==> config.mk <==
export PLATFORM = sky130hd
export DESIGN_NAME = control_unit_flat
export DESIGN_NICKNAME = d
export VERILOG_FILES = /design/src/rtl/control_unit_if.sv /design/src/rtl/control_unit.sv /design/src/flat_wrapper.sv
export SDC_FILE = /design/constraint.sdc
export NUM_CORES = 1
export LEC_CHECK = 0
export ABC_AREA = 1
export CAP_MARGIN = 20
export CELL_PAD_IN_SITES_DETAIL_PLACEMENT = 0
export CELL_PAD_IN_SITES_GLOBAL_PLACEMENT = 2
export CORE_MARGIN = 2
export CORE_UTILIZATION = 16
export CTS_BUF_LIST = sky130_fd_sc_hd__clkbuf_4
export DETAILED_ROUTE_END_ITERATION = 7
export PLACE_DENSITY = 0.86
export SYNTH_ARGS = -nofsm -noshare
export SYNTH_HDL_FRONTEND = slang
export SYNTH_SLANG_ARGS = --single-unit
==> constraint.sdc <==
create_clock -name Clock -period 3.1 [get_ports Clock]
set_input_delay 0.31 -clock Clock [delete_from_list [all_inputs] [get_ports Clock]]
set_output_delay 0.31 -clock Clock [all_outputs]
set_load 0.05 [all_outputs]
==> src/rtl/control_unit_if.sv <==
// Control port bundle between the hardwired control unit and the single-bus datapath.
interface control_unit_if;

    // Instruction word and halt request from the datapath side
    logic [31:0] IR;
    logic        Stop;

    // Bus drivers
    logic        PCout;
    logic        Zhighout;
    logic        Zlowout;
    logic        MDRout;
    logic        BAout;
    logic        Cout;

    // Register loads
    logic        PCin;
    logic        IRin;
    logic        MARin;
    logic        MDRin;
    logic        Yin;
    logic        Zin;
    logic        HIin;
    logic        LOin;
    logic        IncPC;

    // Register-file field selects and strobes
    logic        Gra;
    logic        Grb;
    logic        Grc;
    logic        Rin;
    logic        Rout;

    // Memory strobes
    logic        Read;
    logic        Write;

    // ALU operation and run status
    logic [4:0]  ALU_op;
    logic        Run;

    // Control unit side: consumes IR/Stop, drives every control line
    modport master (
        input  IR, Stop,
        output PCout, Zhighout, Zlowout, MDRout, BAout, Cout,
        output PCin, IRin, MARin, MDRin, Yin, Zin, HIin, LOin, IncPC,
        output Gra, Grb, Grc, Rin, Rout,
        output Read, Write,
        output ALU_op, Run
    );

    // Datapath side: supplies IR/Stop, observes every control line
    modport slave (
        output IR, Stop,
        input  PCout, Zhighout, Zlowout, MDRout, BAout, Cout,
        input  PCin, IRin, MARin, MDRin, Yin, Zin, HIin, LOin, IncPC,
        input  Gra, Grb, Grc, Rin, Rout,
        input  Read, Write,
        input  ALU_op, Run
    );

endinterface

==> src/rtl/control_unit.sv <==
// Hardwired T-state control sequencer for the single-bus datapath.
// Fetch takes T0-T2; the opcode in IR then selects the execute sequence.
// Control outputs decode combinationally from the current state and opcode.
module control_unit (
    input  logic         Clock,
    input  logic         Clear,
    control_unit_if.master bus
);

    localparam int unsigned OP_W = 5;

    localparam logic [OP_W-1:0] OP_LD   = 5'b00000;
    localparam logic [OP_W-1:0] OP_ST   = 5'b00010;
    localparam logic [OP_W-1:0] OP_ADD  = 5'b00011;
    localparam logic [OP_W-1:0] OP_SUB  = 5'b00100;
    localparam logic [OP_W-1:0] OP_SHR  = 5'b00101;
    localparam logic [OP_W-1:0] OP_SHL  = 5'b00110;
    localparam logic [OP_W-1:0] OP_ROR  = 5'b00111;
    localparam logic [OP_W-1:0] OP_ROL  = 5'b01000;
    localparam logic [OP_W-1:0] OP_AND  = 5'b01001;
    localparam logic [OP_W-1:0] OP_OR   = 5'b01010;
    localparam logic [OP_W-1:0] OP_ADDI = 5'b01011;
    localparam logic [OP_W-1:0] OP_ANDI = 5'b01100;
    localparam logic [OP_W-1:0] OP_ORI  = 5'b01101;
    localparam logic [OP_W-1:0] OP_MUL  = 5'b01110;
    localparam logic [OP_W-1:0] OP_DIV  = 5'b01111;
    localparam logic [OP_W-1:0] OP_HALT = 5'b11011;

    typedef enum logic [3:0] {
        ST_RST,
        ST_T0,
        ST_T1,
        ST_T2,
        ST_T3,
        ST_T4,
        ST_T5,
        ST_T6,
        ST_T7,
        ST_HALT
    } state_t;

    // Instruction families sharing one execute sequence
    typedef enum logic [2:0] {
        CL_NOP,
        CL_HALT,
        CL_ALU,
        CL_IMM,
        CL_MULDIV,
        CL_LD,
        CL_ST
    } class_t;

    state_t          state;
    state_t          state_nxt;
    class_t          cls;
    logic [OP_W-1:0] op;
    logic            is_last;

    logic            pc_out;
    logic            zhigh_out;
    logic            zlow_out;
    logic            mdr_out;
    logic            ba_out;
    logic            c_out;
    logic            pc_in;
    logic            ir_in;
    logic            mar_in;
    logic            mdr_in;
    logic            y_in;
    logic            z_in;
    logic            hi_in;
    logic            lo_in;
    logic            inc_pc;
    logic            gra;
    logic            grb;
    logic            grc;
    logic            r_in;
    logic            r_out;
    logic            mem_read;
    logic            mem_write;
    logic [OP_W-1:0] alu_op;
    logic            run;

    // Register-field bits are decoded by the datapath, not here
    logic            unused_ir;

    assign op        = bus.IR[31:27];
    assign unused_ir = ^bus.IR[26:0];

    // Opcode to instruction family; anything unlisted behaves as NOP
    always_comb begin
        cls = CL_NOP;
        case (op)
            OP_LD:                     cls = CL_LD;
            OP_ST:                     cls = CL_ST;
            OP_ADD, OP_SUB, OP_SHR,
            OP_SHL, OP_ROR, OP_ROL,
            OP_AND, OP_OR:             cls = CL_ALU;
            OP_ADDI, OP_ANDI, OP_ORI:  cls = CL_IMM;
            OP_MUL, OP_DIV:            cls = CL_MULDIV;
            OP_HALT:                   cls = CL_HALT;
            default:                   cls = CL_NOP;
        endcase
    end

    // Final T-state of the current instruction; T7 always ends a sequence
    always_comb begin
        is_last = 1'b0;
        case (state)
            ST_T2:   is_last = (cls == CL_NOP);
            ST_T5:   is_last = (cls == CL_ALU) || (cls == CL_IMM);
            ST_T6:   is_last = (cls == CL_MULDIV);
            ST_T7:   is_last = 1'b1;
            default: is_last = 1'b0;
        endcase
    end

    // Next-state selection; Stop only matters on the last step
    always_comb begin
        state_nxt = state;
        case (state)
            ST_RST:  state_nxt = ST_T0;
            ST_T0:   state_nxt = ST_T1;
            ST_T1:   state_nxt = ST_T2;
            ST_T2:   state_nxt = ST_T3;
            ST_T3:   state_nxt = ST_T4;
            ST_T4:   state_nxt = ST_T5;
            ST_T5:   state_nxt = ST_T6;
            ST_T6:   state_nxt = ST_T7;
            ST_T7:   state_nxt = ST_T0;
            ST_HALT: state_nxt = ST_HALT;
            default: state_nxt = ST_RST;
        endcase
        if (is_last) begin
            state_nxt = bus.Stop ? ST_HALT : ST_T0;
        end
        if ((state == ST_T2) && (cls == CL_HALT)) begin
            state_nxt = ST_HALT;
        end
    end

    // State register with asynchronous clear
    always_ff @(posedge Clock or posedge Clear) begin
        if (Clear) begin
            state <= ST_RST;
        end else begin
            state <= state_nxt;
        end
    end

    // Control word for the current step
    always_comb begin
        pc_out    = 1'b0;
        zhigh_out = 1'b0;
        zlow_out  = 1'b0;
        mdr_out   = 1'b0;
        ba_out    = 1'b0;
        c_out     = 1'b0;
        pc_in     = 1'b0;
        ir_in     = 1'b0;
        mar_in    = 1'b0;
        mdr_in    = 1'b0;
        y_in      = 1'b0;
        z_in      = 1'b0;
        hi_in     = 1'b0;
        lo_in     = 1'b0;
        inc_pc    = 1'b0;
        gra       = 1'b0;
        grb       = 1'b0;
        grc       = 1'b0;
        r_in      = 1'b0;
        r_out     = 1'b0;
        mem_read  = 1'b0;
        mem_write = 1'b0;
        alu_op    = OP_ADD;
        run       = (state != ST_RST) && (state != ST_HALT);

        case (state)
            ST_T0: begin
                pc_out = 1'b1;
                mar_in = 1'b1;
                inc_pc = 1'b1;
                z_in   = 1'b1;
            end
            ST_T1: begin
                zlow_out = 1'b1;
                pc_in    = 1'b1;
                mem_read = 1'b1;
                mdr_in   = 1'b1;
            end
            ST_T2: begin
                mdr_out = 1'b1;
                ir_in   = 1'b1;
            end
            ST_T3: begin
                case (cls)
                    CL_ALU, CL_IMM: begin
                        grb   = 1'b1;
                        r_out = 1'b1;
                        y_in  = 1'b1;
                    end
                    CL_MULDIV: begin
                        gra   = 1'b1;
                        r_out = 1'b1;
                        y_in  = 1'b1;
                    end
                    CL_LD, CL_ST: begin
                        grb    = 1'b1;
                        ba_out = 1'b1;
                        y_in   = 1'b1;
                    end
                    default: ;
                endcase
            end
            ST_T4: begin
                case (cls)
                    CL_ALU: begin
                        grc    = 1'b1;
                        r_out  = 1'b1;
                        alu_op = op;
                        z_in   = 1'b1;
                    end
                    CL_IMM: begin
                        c_out  = 1'b1;
                        alu_op = op;
                        z_in   = 1'b1;
                    end
                    CL_MULDIV: begin
                        grb    = 1'b1;
                        r_out  = 1'b1;
                        alu_op = op;
                        z_in   = 1'b1;
                    end
                    CL_LD, CL_ST: begin
                        c_out = 1'b1;
                        z_in  = 1'b1;
                    end
                    default: ;
                endcase
            end
            ST_T5: begin
                case (cls)
                    CL_ALU, CL_IMM: begin
                        zlow_out = 1'b1;
                        gra      = 1'b1;
                        r_in     = 1'b1;
                    end
                    CL_MULDIV: begin
                        zlow_out = 1'b1;
                        lo_in    = 1'b1;
                    end
                    CL_LD, CL_ST: begin
                        zlow_out = 1'b1;
                        mar_in   = 1'b1;
                    end
                    default: ;
                endcase
            end
            ST_T6: begin
                case (cls)
                    CL_MULDIV: begin
                        zhigh_out = 1'b1;
                        hi_in     = 1'b1;
                    end
                    CL_LD: begin
                        mem_read = 1'b1;
                        mdr_in   = 1'b1;
                    end
                    CL_ST: begin
                        gra    = 1'b1;
                        r_out  = 1'b1;
                        mdr_in = 1'b1;
                    end
                    default: ;
                endcase
            end
            ST_T7: begin
                case (cls)
                    CL_LD: begin
                        mdr_out = 1'b1;
                        gra     = 1'b1;
                        r_in    = 1'b1;
                    end
                    CL_ST: begin
                        mem_write = 1'b1;
                    end
                    default: ;
                endcase
            end
            default: ;
        endcase
    end

    assign bus.PCout    = pc_out;
    assign bus.Zhighout = zhigh_out;
    assign bus.Zlowout  = zlow_out;
    assign bus.MDRout   = mdr_out;
    assign bus.BAout    = ba_out;
    assign bus.Cout     = c_out;
    assign bus.PCin     = pc_in;
    assign bus.IRin     = ir_in;
    assign bus.MARin    = mar_in;
    assign bus.MDRin    = mdr_in;
    assign bus.Yin      = y_in;
    assign bus.Zin      = z_in;
    assign bus.HIin     = hi_in;
    assign bus.LOin     = lo_in;
    assign bus.IncPC    = inc_pc;
    assign bus.Gra      = gra;
    assign bus.Grb      = grb;
    assign bus.Grc      = grc;
    assign bus.Rin      = r_in;
    assign bus.Rout     = r_out;
    assign bus.Read     = mem_read;
    assign bus.Write    = mem_write;
    assign bus.ALU_op   = alu_op;
    assign bus.Run      = run;

endmodule
==> src/flat_wrapper.sv <==
// flat-port wrapper written by rule: the top's interface ports become plain ports
module control_unit_flat 
  (Clock, Clear, bus_IR, bus_Stop, bus_PCout, bus_Zhighout, bus_Zlowout, bus_MDRout, bus_BAout, bus_Cout, bus_PCin, bus_IRin, bus_MARin, bus_MDRin, bus_Yin, bus_Zin, bus_HIin, bus_LOin, bus_IncPC, bus_Gra, bus_Grb, bus_Grc, bus_Rin, bus_Rout, bus_Read, bus_Write, bus_ALU_op, bus_Run);
  control_unit_if bus_i ();
  input  logic Clock;
  input  logic Clear;
  input wire logic [$bits(bus_i.IR)-1:0] bus_IR;
  input wire logic [$bits(bus_i.Stop)-1:0] bus_Stop;
  output wire logic [$bits(bus_i.PCout)-1:0] bus_PCout;
  output wire logic [$bits(bus_i.Zhighout)-1:0] bus_Zhighout;
  output wire logic [$bits(bus_i.Zlowout)-1:0] bus_Zlowout;
  output wire logic [$bits(bus_i.MDRout)-1:0] bus_MDRout;
  output wire logic [$bits(bus_i.BAout)-1:0] bus_BAout;
  output wire logic [$bits(bus_i.Cout)-1:0] bus_Cout;
  output wire logic [$bits(bus_i.PCin)-1:0] bus_PCin;
  output wire logic [$bits(bus_i.IRin)-1:0] bus_IRin;
  output wire logic [$bits(bus_i.MARin)-1:0] bus_MARin;
  output wire logic [$bits(bus_i.MDRin)-1:0] bus_MDRin;
  output wire logic [$bits(bus_i.Yin)-1:0] bus_Yin;
  output wire logic [$bits(bus_i.Zin)-1:0] bus_Zin;
  output wire logic [$bits(bus_i.HIin)-1:0] bus_HIin;
  output wire logic [$bits(bus_i.LOin)-1:0] bus_LOin;
  output wire logic [$bits(bus_i.IncPC)-1:0] bus_IncPC;
  output wire logic [$bits(bus_i.Gra)-1:0] bus_Gra;
  output wire logic [$bits(bus_i.Grb)-1:0] bus_Grb;
  output wire logic [$bits(bus_i.Grc)-1:0] bus_Grc;
  output wire logic [$bits(bus_i.Rin)-1:0] bus_Rin;
  output wire logic [$bits(bus_i.Rout)-1:0] bus_Rout;
  output wire logic [$bits(bus_i.Read)-1:0] bus_Read;
  output wire logic [$bits(bus_i.Write)-1:0] bus_Write;
  output wire logic [$bits(bus_i.ALU_op)-1:0] bus_ALU_op;
  output wire logic [$bits(bus_i.Run)-1:0] bus_Run;
  assign bus_i.IR = bus_IR;
  assign bus_i.Stop = bus_Stop;
  assign bus_PCout = bus_i.PCout;
  assign bus_Zhighout = bus_i.Zhighout;
  assign bus_Zlowout = bus_i.Zlowout;
  assign bus_MDRout = bus_i.MDRout;
  assign bus_BAout = bus_i.BAout;
  assign bus_Cout = bus_i.Cout;
  assign bus_PCin = bus_i.PCin;
  assign bus_IRin = bus_i.IRin;
  assign bus_MARin = bus_i.MARin;
  assign bus_MDRin = bus_i.MDRin;
  assign bus_Yin = bus_i.Yin;
  assign bus_Zin = bus_i.Zin;
  assign bus_HIin = bus_i.HIin;
  assign bus_LOin = bus_i.LOin;
  assign bus_IncPC = bus_i.IncPC;
  assign bus_Gra = bus_i.Gra;
  assign bus_Grb = bus_i.Grb;
  assign bus_Grc = bus_i.Grc;
  assign bus_Rin = bus_i.Rin;
  assign bus_Rout = bus_i.Rout;
  assign bus_Read = bus_i.Read;
  assign bus_Write = bus_i.Write;
  assign bus_ALU_op = bus_i.ALU_op;
  assign bus_Run = bus_i.Run;
  control_unit u_core (.Clock(Clock), .Clear(Clear), .bus(bus_i));
endmodule
# ---- Yosys cells after proc, flatten, opt, wreduce, memory -nomap -nowiden
# Memories as Yosys holds them, arrays and structs flattened.
# Index checks and enable logic that the tools add are counted.
dict set report classes {
  n_eq_ne 15
  muxes 37
  n_reduce_logical 12
}
# operator n
set ops {}
lappend ops {{$mux W1} 21}
lappend ops {{$eq A4 B3 Y1 const B} 4}
lappend ops {{$pmux W1 S2} 8}
lappend ops {{$mux W4} 3}
lappend ops {{$mux W5} 2}
lappend ops {{$eq A3 B3 Y1 const B} 3}
lappend ops {{$eq A4 B2 Y1 const B} 2}
lappend ops {{$pmux W1 S4} 2}
lappend ops {{$eq A3 B2 Y1 const B} 2}
lappend ops {{$reduce_or A2 Y1} 3}
lappend ops {{$reduce_or A3 Y1} 2}
lappend ops {{$reduce_or A5 Y1} 1}
lappend ops {{$eq A4 B1 Y1 const B} 1}
lappend ops {{$eq A4 B4 Y1 const B} 1}
lappend ops {{$ne A4 B4 Y1 const B} 1}
lappend ops {{$reduce_bool A4 Y1} 1}
lappend ops {{$reduce_or A4 Y1} 1}
lappend ops {{$eq A3 B1 Y1 const B} 1}
lappend ops {{$logic_not A3 Y1} 1}
lappend ops {{$pmux W1 S3} 1}
lappend ops {{$logic_and A1 B1 Y1} 2}
lappend ops {{$logic_or A1 B1 Y1} 1}
dict set report totals {
  ff_bits 4
  romBits 160
  inputBits 35
  output_inout_bits 28
  word_cells 67
  memories 2
}
# memory words word_bits read_ports rd_ports_with_merged_regs write_ports line_no
set memory_table {}
lappend memory_table {{(no name shown)} 32 3 1 0 0 control_unit.sv:93} ;# case (op)
lappend memory_table {{(no name shown)} 16 4 1 0 0 control_unit.sv:121} ;# case (state)

# ---- Logic depth before layout (Yosys ltp)
# Gate-level depths: netlist of the first run.
# An unclocked memory read counts as a cell.
dict set report logic_depth {
  word_depth 6
  depth_mapped 10
  depth_no_buf 10
}

# ---- Least setup slack after synthesis of the first run
# OpenSTA, ideal clock, no wires.
dict set report synth_timing {
  path_type {register -> output}
  start {register u_core.state[0]}
  end {output bus_MDRin}
  arrival_time_ns 2.057
  required_time_ns 2.790
  path_slack_ns 0.733
  stages_incl_launch_ff 7
  path_buffers 0
  path_cell_list {dfrtp_1 -> inv_1 -> ha_1 -> inv_1 -> nor2_1 -> inv_1 -> o21ai_0}
}
dict set report synth_via {
  elab_chain_len 2
  word_cells_on_any_way 3
  classes_between {eq/ne: 2; mux: 1}
}
# item line_no
set synth_lines {}
lappend synth_lines {{start: declaration} control_unit.sv:53} ;# state_t state;
lappend synth_lines {{start signal: assignment} control_unit.sv:147} ;# state <= state_nxt;
lappend synth_lines {{$eq A4 B3 Y1 / $eq A4 B2 Y1 (equally long branches)} control_unit.sv:178} ;# case (state)
lappend synth_lines {{$pmux W1 S2 *} control_unit.sv:178}
lappend synth_lines {{end: declaration} flat_wrapper.sv:18} ;# output wire logic [$bits(bus_i.MDRin)-1:0] bus_MDRin;
# Every way passes the cells marked *; elsewhere a longest branch is shown, timed or not.

# ---- Worst setup path in the final report of the first run
dict set report layout_timing {
  start {input bus_IR[30]}
  end {output bus_Zin}
}
dict set report layout_via {
  elab_chain_len 5
  word_cells_on_any_way 9
  classes_between {eq/ne: 5; mux: 2; reduce/logical: 1; memory: 1}
}
# item line_no
set layout_lines {}
lappend layout_lines {{start: declaration} flat_wrapper.sv:7} ;# input wire logic [$bits(bus_i.IR)-1:0] bus_IR;
lappend layout_lines {{$mem_v2 Z32 W3 *} --}
lappend layout_lines {{$eq A3 B3 Y1 / $eq A3 B2 Y1 (equally long branches)} control_unit.sv:216} ;# case (cls)
lappend layout_lines {{$reduce_or A5 Y1 (no line) *} --}
lappend layout_lines {{$mux W1 *} control_unit.sv:216}
lappend layout_lines {{$pmux W1 S2 *} control_unit.sv:178}
lappend layout_lines {{end: declaration} flat_wrapper.sv:20} ;# output wire logic [$bits(bus_i.Zin)-1:0] bus_Zin;
# Marked as above.

==> impl_summary.md, run 1 <==
Outcome
The flow ran to the end, and the final reports show no timing, DRC or antenna violations.

Synthesis
Sorting the synthesized cells by area gives the leading types as sky130_fd_sc_hd__nand2_1 (15%), sky130_fd_sc_hd__inv_1 (14%), sky130_fd_sc_hd__dfrtp_1 (13%). The post-synthesis cell area is slightly below 800 sq um. By count the netlist is led by sky130_fd_sc_hd__nand2_1 (31), sky130_fd_sc_hd__inv_1 (30), sky130_fd_sc_hd__nor2_1 (20).

The sequential-to-total area share from yosys stat is 0.126. The net count of the mapped netlist is ~180. The largest area contributor in the netlist is sky130_fd_sc_hd__nand2_1. In the synthesized netlist the dominant register cell turns out to be sky130_fd_sc_hd__dfrtp_1. The share of synthesized area in the top cell type comes to 0.147. The average instance area after synthesis is about 5.8 sq um. The synthesized netlist contains 24 unique library cells. The dominant cell by count in the synthesized netlist is sky130_fd_sc_hd__nand2_1. Yosys mapped a number of flops with a built-in enable equal to 0.

Synthesis produced approximately 140 cells. During synthesis, Yosys emitted a total of 0 warnings. The flop and latch count out of synthesis is 4.

The fraction of synthesis flops using an asynchronous set or reset pin is 1.00.

Cells and area
In the final layout, the share of cells above drive strength 1 is 0.216. The synthesis-to-layout area growth is 48.2%. The finished layout holds 238 standard cells, fillers aside. In the final layout, the registers with the most flip-flops are u_core.state (4).

The area used by multi-input combinational logic is 546 sq um. The antenna diode instance count is 0. For this run, the post-layout net count is 213.

The register with the most flip-flops is u_core.state. The filler cell count in the final layout is around 560. The flip-flop count of the largest register, all copies and words added is 4. The storage element area is approximately 100 sq um.

CTS
The number of gates given a new drive strength after cts is 0. CTS built an H-tree with a depth of 1. TritonCTS built the clock tree.

The clock drives 4 sinks. Buffers added to address setup during post-CTS repair amount to 0. After clock tree synthesis, the clock-pin slew on the worst setup and hold paths is about 40 ps. The number of hold buffers added after cts is 0.

The root buffer cell is sky130_fd_sc_hd__clkbuf_4. For the worst-skew pair, the clock arrives at the later sink with an insertion delay of 230 ps. TritonCTS created 3 clock buffers.

The longest clock path from root to sink contains 2 buffers.

Power
The analysis attributes to net switching a power of 563 uW. The static leakage is 0.000620 uW. Of the total power, combinational logic draws 0.821.

The worst-case IR drop observed on VDD is 0.381 mV. Of the total power, registers draw 0.108. The portion of total power attributed to the clock network is 0.070. Cell internal power was estimated by the tool at 338 uW. Power spread over the standard cell area amounts to 768 mW/mm^2.

Of the total power, the share spent switching nets is 0.625.

Min path
In this run the worst hold path is classified as primary input to asynchronous set/reset pin.

Place
The placed instance count is 235. During placement, the flow inserted port buffers numbering 34. OpenSTA, run right after detailed placement, puts the worst setup slack at between 300 and 400 ps. The detailed placement HPWL is between 1.5 and 2 mm.

The congestion estimate from routability-driven global placement came to about 0.81.

Route
The routed wire length is 2.34 mm. In the routed layout, each cell is associated on average with a via count of around 3.9. The vias after detailed routing is 934. The length of the first detailed-routing pass in iterations is 4.

The initial detailed-routing violation count is 36. For this run, design rule violations remaining after detail routing come to 0. Dividing the detail-routed wire length by the instance count gives roughly 9.8 um.

The detail route stage leaves a number of antenna-violating nets equal to 0.

Timing
The worst hold slack is between 200 and 300 ps. In the finished design, the share of the clock period the worst path needs comes to 0.882. The worst path setup slack after routing is 365 ps. Setup repair after global routing left no endpoint under its margin. The worst slew slack as a fraction of its limit is 0.666. At the pin with the least slew margin, the transition time is 499 ps. The setup violation total in the final timing report is 0. The largest clock skew in the final design is 2.86 ps. The number of slew-limit violations in the final report was 0. The final sum of negative setup slack is 0 ps. The fmax is 0.366 GHz. The clock period could shrink to 2730 ps.

The number of hold violations in the final report is 0.

Worst setup path
For flop-to-flop paths, the worst setup slack is roughly 1600 ps. The class of the most critical setup path is primary input to primary output. The startpoint identified for the worst register-to-register timing path is u_core.state[0]$_DFF_PP0_. STA classifies the critical path endpoint as a primary output. The maximum fanout along the worst path is 6. The depth of the most critical reg-to-reg path is 7.

The kind of launch point of the worst setup path is a primary input. STA puts the critical path data required time at roughly 2800 ps. The critical register-to-register path endpoint is u_core.state[3]$_DFF_PP0_. For the worst setup path, the data arrival time is between 2000 and 2500 ps.

Global route
The overall overflow remaining after global route is 0. The via count of the first global-routing pass is 876. The largest net degree at the start of global routing is 8. The global-route wire length before repair is 3.77 mm. Across every metal layer, demand over resource in global routing totals 0.0855. The initial antenna violation count is 0.

Floorplan
The horizontal die dimension is 74.4 um. After floorplanning, the core was sized to cover 0.00475 sq mm. The starting density of the core is 0.167. The die covers 0.00553 sq mm. Measured along the y axis, the die boundary spans 74.4 um. The number of placed I/O pins is between 60 and 70. After floorplanning, the core was divided into 25 placement rows.

Run
The reported max-cap violation count is 0.
==> cell type report <==
type,instances,share of cell area
inverters,33,0.106
flip-flops and latches,4,0.0853
well taps,67,0.0714
multi-input cells,97,0.465
clock buffers,3,0.0192
repair buffers,34,0.254
==> power groups by stage <==
stage               sequential [uW]  clock [uW]  combinational (uW)
CTS                            97.7        65.3                 744
finish                         97.8        63.3                 740
global placement               98.4           0                 740
detailed placement             98.4           0                 740
global route                    100        71.4                 799
floorplan                      92.9           0                 540
==> per-layer routing <==
metal  track usage  routed length (um)  share of wire
met1         0.123                1220           0.52
met2         0.146                1030           0.44
met3       0.00407                  94          0.040
met5             0                   0              0
met4        0.0119                   0              0
==> how the worst max path moves through the flow <==
stage	from	endpoint	slack (ps)
after global placement	bus_IR[30]	bus_Zin	360
after CTS	bus_IR[30]	bus_Zin	370
after floorplan	u_core.state[0]$_DFF_PP0_	bus_MDRin	730
after global routing	bus_IR[30]	bus_Zin	220
final	bus_IR[30]	bus_Zin	370
after detailed placement	bus_IR[30]	bus_Zin	370
==> through the flow <==
stage          utilization  power [uW]  area (sq um)
4_1_cts              0.247         907          1170
3_3_place_gp         0.242         838          1150
3_5_place_dp         0.242         838          1150
6_report             0.247         901          1170
2_1_floorplan            -         633           792
5_1_grt              0.247         971          1170
==> cells by family (layout without fill, tap and decap cells) <==
logic type / after synthesis / in the layout / share of synthesized area
simple gates: 74 / 74 / 0.477
buf+inv: 36 / 70 / 0.185
compound gates: 17 / 17 / 0.128
fa+ha+maj: 5 / 5 / 0.0790
flops: 4 / 4 / 0.126
other cells: 1 / 1 / 0.00473
==> placed cells by master, fill, tap and decap left out, types with 3 or more instances in the layout <==
cell	synthesis	final
sky130_fd_sc_hd__clkdlybuf4s50_1	0	17
sky130_fd_sc_hd__inv_1	30	30
sky130_fd_sc_hd__ha_1	5	5
sky130_fd_sc_hd__a21oi_1	4	4
sky130_fd_sc_hd__nor2_1	20	20
sky130_fd_sc_hd__clkbuf_4	0	3
sky130_fd_sc_hd__buf_4	3	17
sky130_fd_sc_hd__nand2_1	31	31
sky130_fd_sc_hd__nor2_4	3	3
sky130_fd_sc_hd__nand3_1	8	8
sky130_fd_sc_hd__o21ai_0	7	7
sky130_fd_sc_hd__inv_2	3	3
sky130_fd_sc_hd__dfrtp_1	4	4
==> worst max-delay path: stages <==
cell and delay (ps):
sky130_fd_sc_hd__clkdlybuf4s50_1 510, sky130_fd_sc_hd__nor2_1 200, sky130_fd_sc_hd__nand2_2 80, sky130_fd_sc_hd__nand2_4 120, sky130_fd_sc_hd__nand2_1 110, sky130_fd_sc_hd__nand2_1 100
sky130_fd_sc_hd__inv_1 60, sky130_fd_sc_hd__o22ai_1 110, sky130_fd_sc_hd__clkdlybuf4s50_1 820
Power figures use the tool's default switching activity.
==> run 2, diff against run 1 <==
--- a/config.mk
+++ b/config.mk
@@ -6,9 +6,11 @@
 export NUM_CORES = 1
 export LEC_CHECK = 0
 export ABC_AREA = 1
+export ABC_CLOCK_PERIOD_IN_PS = 3100
 export CAP_MARGIN = 20
 export CELL_PAD_IN_SITES_DETAIL_PLACEMENT = 0
 export CELL_PAD_IN_SITES_GLOBAL_PLACEMENT = 2
+export CORE_ASPECT_RATIO = 0.5
 export CORE_MARGIN = 2
 export CORE_UTILIZATION = 16
 export CTS_BUF_LIST = sky130_fd_sc_hd__clkbuf_4
==> run 2 against run 1 <==
First-iteration DRC count shrank 11%. Combinational power decreased by 1%. Final cell count up 1.3%. Setup slack got worse by 9.6 ps. Largest cell class unchanged. Critical path type unchanged. Clock-buffer cell count stayed put. Sequential power increased by 2%. Critical endpoint unchanged. Highest routed layer unchanged. Critical path depth is the same. Clock power shrank 2%.
==> impl_summary.md, run 2 (synthesis results as in run 1) <==
Route
The post-detailed-route DRC marker count is 0 (unchanged). The wire length per cell is 9.44 um (-4.1%). The routed wire length was 2.27 mm (-2.9%). The initial detailed-routing violation count is 32 (-11%). The number of nets with antenna violations after detailed routing is 0 (unchanged). The mean number of vias per cell is 3.81 (-2.9%). The routed length on met1 is 1.09 mm (-10%).

The highest metal layer carrying signal wires in the routed design is met3. The wire length on met3 came to 75 um (-20%). The vias after detailed routing is 918 (-1.7%). The length of the first detailed-routing pass in iterations is 4 (unchanged). The met2 wire length is 1.11 mm (+7.5%).

Worst setup path
On the critical path, the stage with the largest delay is an instance of sky130_fd_sc_hd__clkdlybuf4s50_1. The required time of the worst setup path is 2790 ps (about the same). The data arrival time at the worst-slack endpoint is 2430 ps (about the same). The setup path with the least slack is of type primary input to primary output.

Walking the worst path, the cells encountered are clkdlybuf4s50_1 > nor2_1 > nand2_2 > nand2_4 > nand2_1 > nand2_1 > inv_1 > o22ai_1 > clkdlybuf4s50_1. The element type at the critical path end is a primary output. The most critical setup path has its startpoint at bus_IR[30]. The maximum fanout along the worst path came to 6 (unchanged).

The kind of launch point of the worst setup path is a primary input. The startpoint identified for the worst register-to-register timing path is u_core.state[0]$_DFF_PP0_. The delay of the slowest critical-path stage was 820 ps (about the same).

CTS
The clock transition at the register clock pins on the worst setup and hold paths after CTS came to 40 ps (about the same). The number of buffers inserted by post-CTS setup repair is 0 (unchanged). The total clock sinks is 4 (unchanged). The number of gates given a new drive strength after cts came to 0 (unchanged).

The number of hold buffers added after cts is 0 (unchanged). The number of CTS-inserted buffers is 3 (unchanged). The cell sitting at the root of the clock tree is a sky130_fd_sc_hd__clkbuf_4. The count of H-tree levels built during CTS is 1 (unchanged). The clock latency on the worst-skew pair is 230 ps (about the same). The clock tree from TritonCTS is yes. The number of buffers on the longest clock path came to 2 (unchanged).

Timing
The final sum of negative setup slack is 0 ps (unchanged). The time the final worst path needs with I/O delays and setup is 2740 ps (+9.65 ps). The fmax is 0.364 GHz (-0.35%). Setup repair after global routing left no endpoint under its margin. The number of slew-limit violations in the final report is 0 (unchanged). The number of hold violations in the final report is 0 (unchanged). The fraction of the cycle the final worst path needs was 0.885 (+0.00311). The worst slew slack as a fraction of its limit is 0.667 (+0.000707). The setup violation total in the final timing report was 0 (unchanged).

The worst path setup slack after routing is 356 ps (-9.65 ps). The transition time at the pin with the least slew margin is 498 ps (-1.06 ps). The largest clock skew in the final design is 0.997 ps (-1.86 ps).

Floorplan
The number of placed I/O pins was 63 (unchanged). The horizontal die dimension is 104 um (+39%). The area enclosed by the die boundary is 0.00556 sq mm (+0.62%). The core outline area is 0.00484 sq mm (+1.8%). The die outline height is 53.8 um (-28%). The number of placement rows came to 18 (-28%). The starting density of the core is 0.164 (-0.00301).

Cells and area
The final-stage net count is 213 (unchanged). The antenna diode instance count is 0 (unchanged). u_core.state holds more flip-flops than any other register. In the layout the commonest cells are sky130_fd_sc_hd__nand2_1 (31), sky130_fd_sc_hd__inv_1 (30), sky130_fd_sc_hd__nor2_1 (20).

The synthesis-to-layout area growth is 49.0%. The fraction of final layout cells with drive strength greater than 1 was 0.211 (-0.00585). The most common cell after layout, fill and taps aside is sky130_fd_sc_hd__nand2_1.

The largest registers in the layout are u_core.state (4). The flip-flop count of the largest register, all copies and words added is 4 (unchanged).

Place
The number of I/O port buffers is 34 (unchanged). The detailed placement HPWL came to 2.00 mm (+0.11%). The worst setup timing slack at the placement stage came to 345 ps (-28.1 ps).

The final estimated routing congestion in global placement is 0.799 (-1.4%).

Global route
The largest net degree at the start of global routing is 8 (unchanged). The global-route usage over all layers is 0.0850 (-0.000467). The overall overflow remaining after global route is 0 (unchanged). The global-route wire length before repair was 3.85 mm (+2.2%). The via count of the first global-routing pass is 887 (+1.3%). The initial antenna violation count was 0 (unchanged).

Power
The maximum VDD drop is 0.331 mV (-13%). The static leakage is 0.000618 uW (-0.33%). The power density normalized to cell area is 756 mW/mm^2 (-1.5%).

Min path
The path category of the worst min-delay check is primary input to asynchronous set/reset pin.

Run
The reported max-cap violation count was 0 (unchanged).

Outcome
The run finished with clean final reports.
==> run 2: cell count changes in the layout (fill, tap and decap cells not counted), sizes merged <==
cell / previous run / this run
clkdlybuf4s50: 17 / 18
buf: 17 / 16
==> run 2: critical path, delay by kind of cell <==
family	cells	cell delay [ps]
AOI/OAI and AO/OA	1	100
buffers and inverters	3	1390
and+or+nand+nor	5	620
==> run 2: final timing paths <==
kind | cells past startpoint | slack, ps | to
setup reg to reg | 9 | 1640 | u_core.state[3]$_DFF_PP0_
hold reg to reg | 3 | 590 | u_core.state[1]$_DFF_PP0_
max in group asynchronous | 2 | 2690 | u_core.state[1]$_DFF_PP0_
setup / recovery | 9 | 360 | bus_Zin
hold / removal | 2 | 260 | u_core.state[0]$_DFF_PP0_
min in group Clock | 3 | 590 | u_core.state[1]$_DFF_PP0_
==> run 2: area by class of cell <==
type / count / area [sq um]
clock buffer: 3 / 22.5
sequential: 4 / 100
fill: 559 / 3660
tap: 70 / 87.6
inverter: 33 / 124
timing repair buffer: 34 / 300
multi-input combinational: 97 / 546
==> run 2: metal layers <==
metal  track usage  up-vias
met5             0        -
met4        0.0293        0
met3        0.0194        0
met2         0.153       20
met1         0.104      413
li1              -      485
==> run 2: metrics by stage <==
step           std cells  total power (uW)  instance area, sq um  utilization  hold slack (ps)
2_1_floorplan        137               633                   792            -             76.1
3_5_place_dp         238               837                  1160        0.239              508
3_3_place_gp         238               836                  1160        0.239              502
6_report             241               892                  1180        0.244              260
4_1_cts              241               903                  1180        0.244              259
5_1_grt              241               977                  1180        0.244              256
==> run 2: where the power goes <==
part	internal, uW	switching [uW]	total (uW)
clock network	43.2	19.2	62.3
registers	76.0	23.3	99.4
logic	218	512	731
total	338	555	892
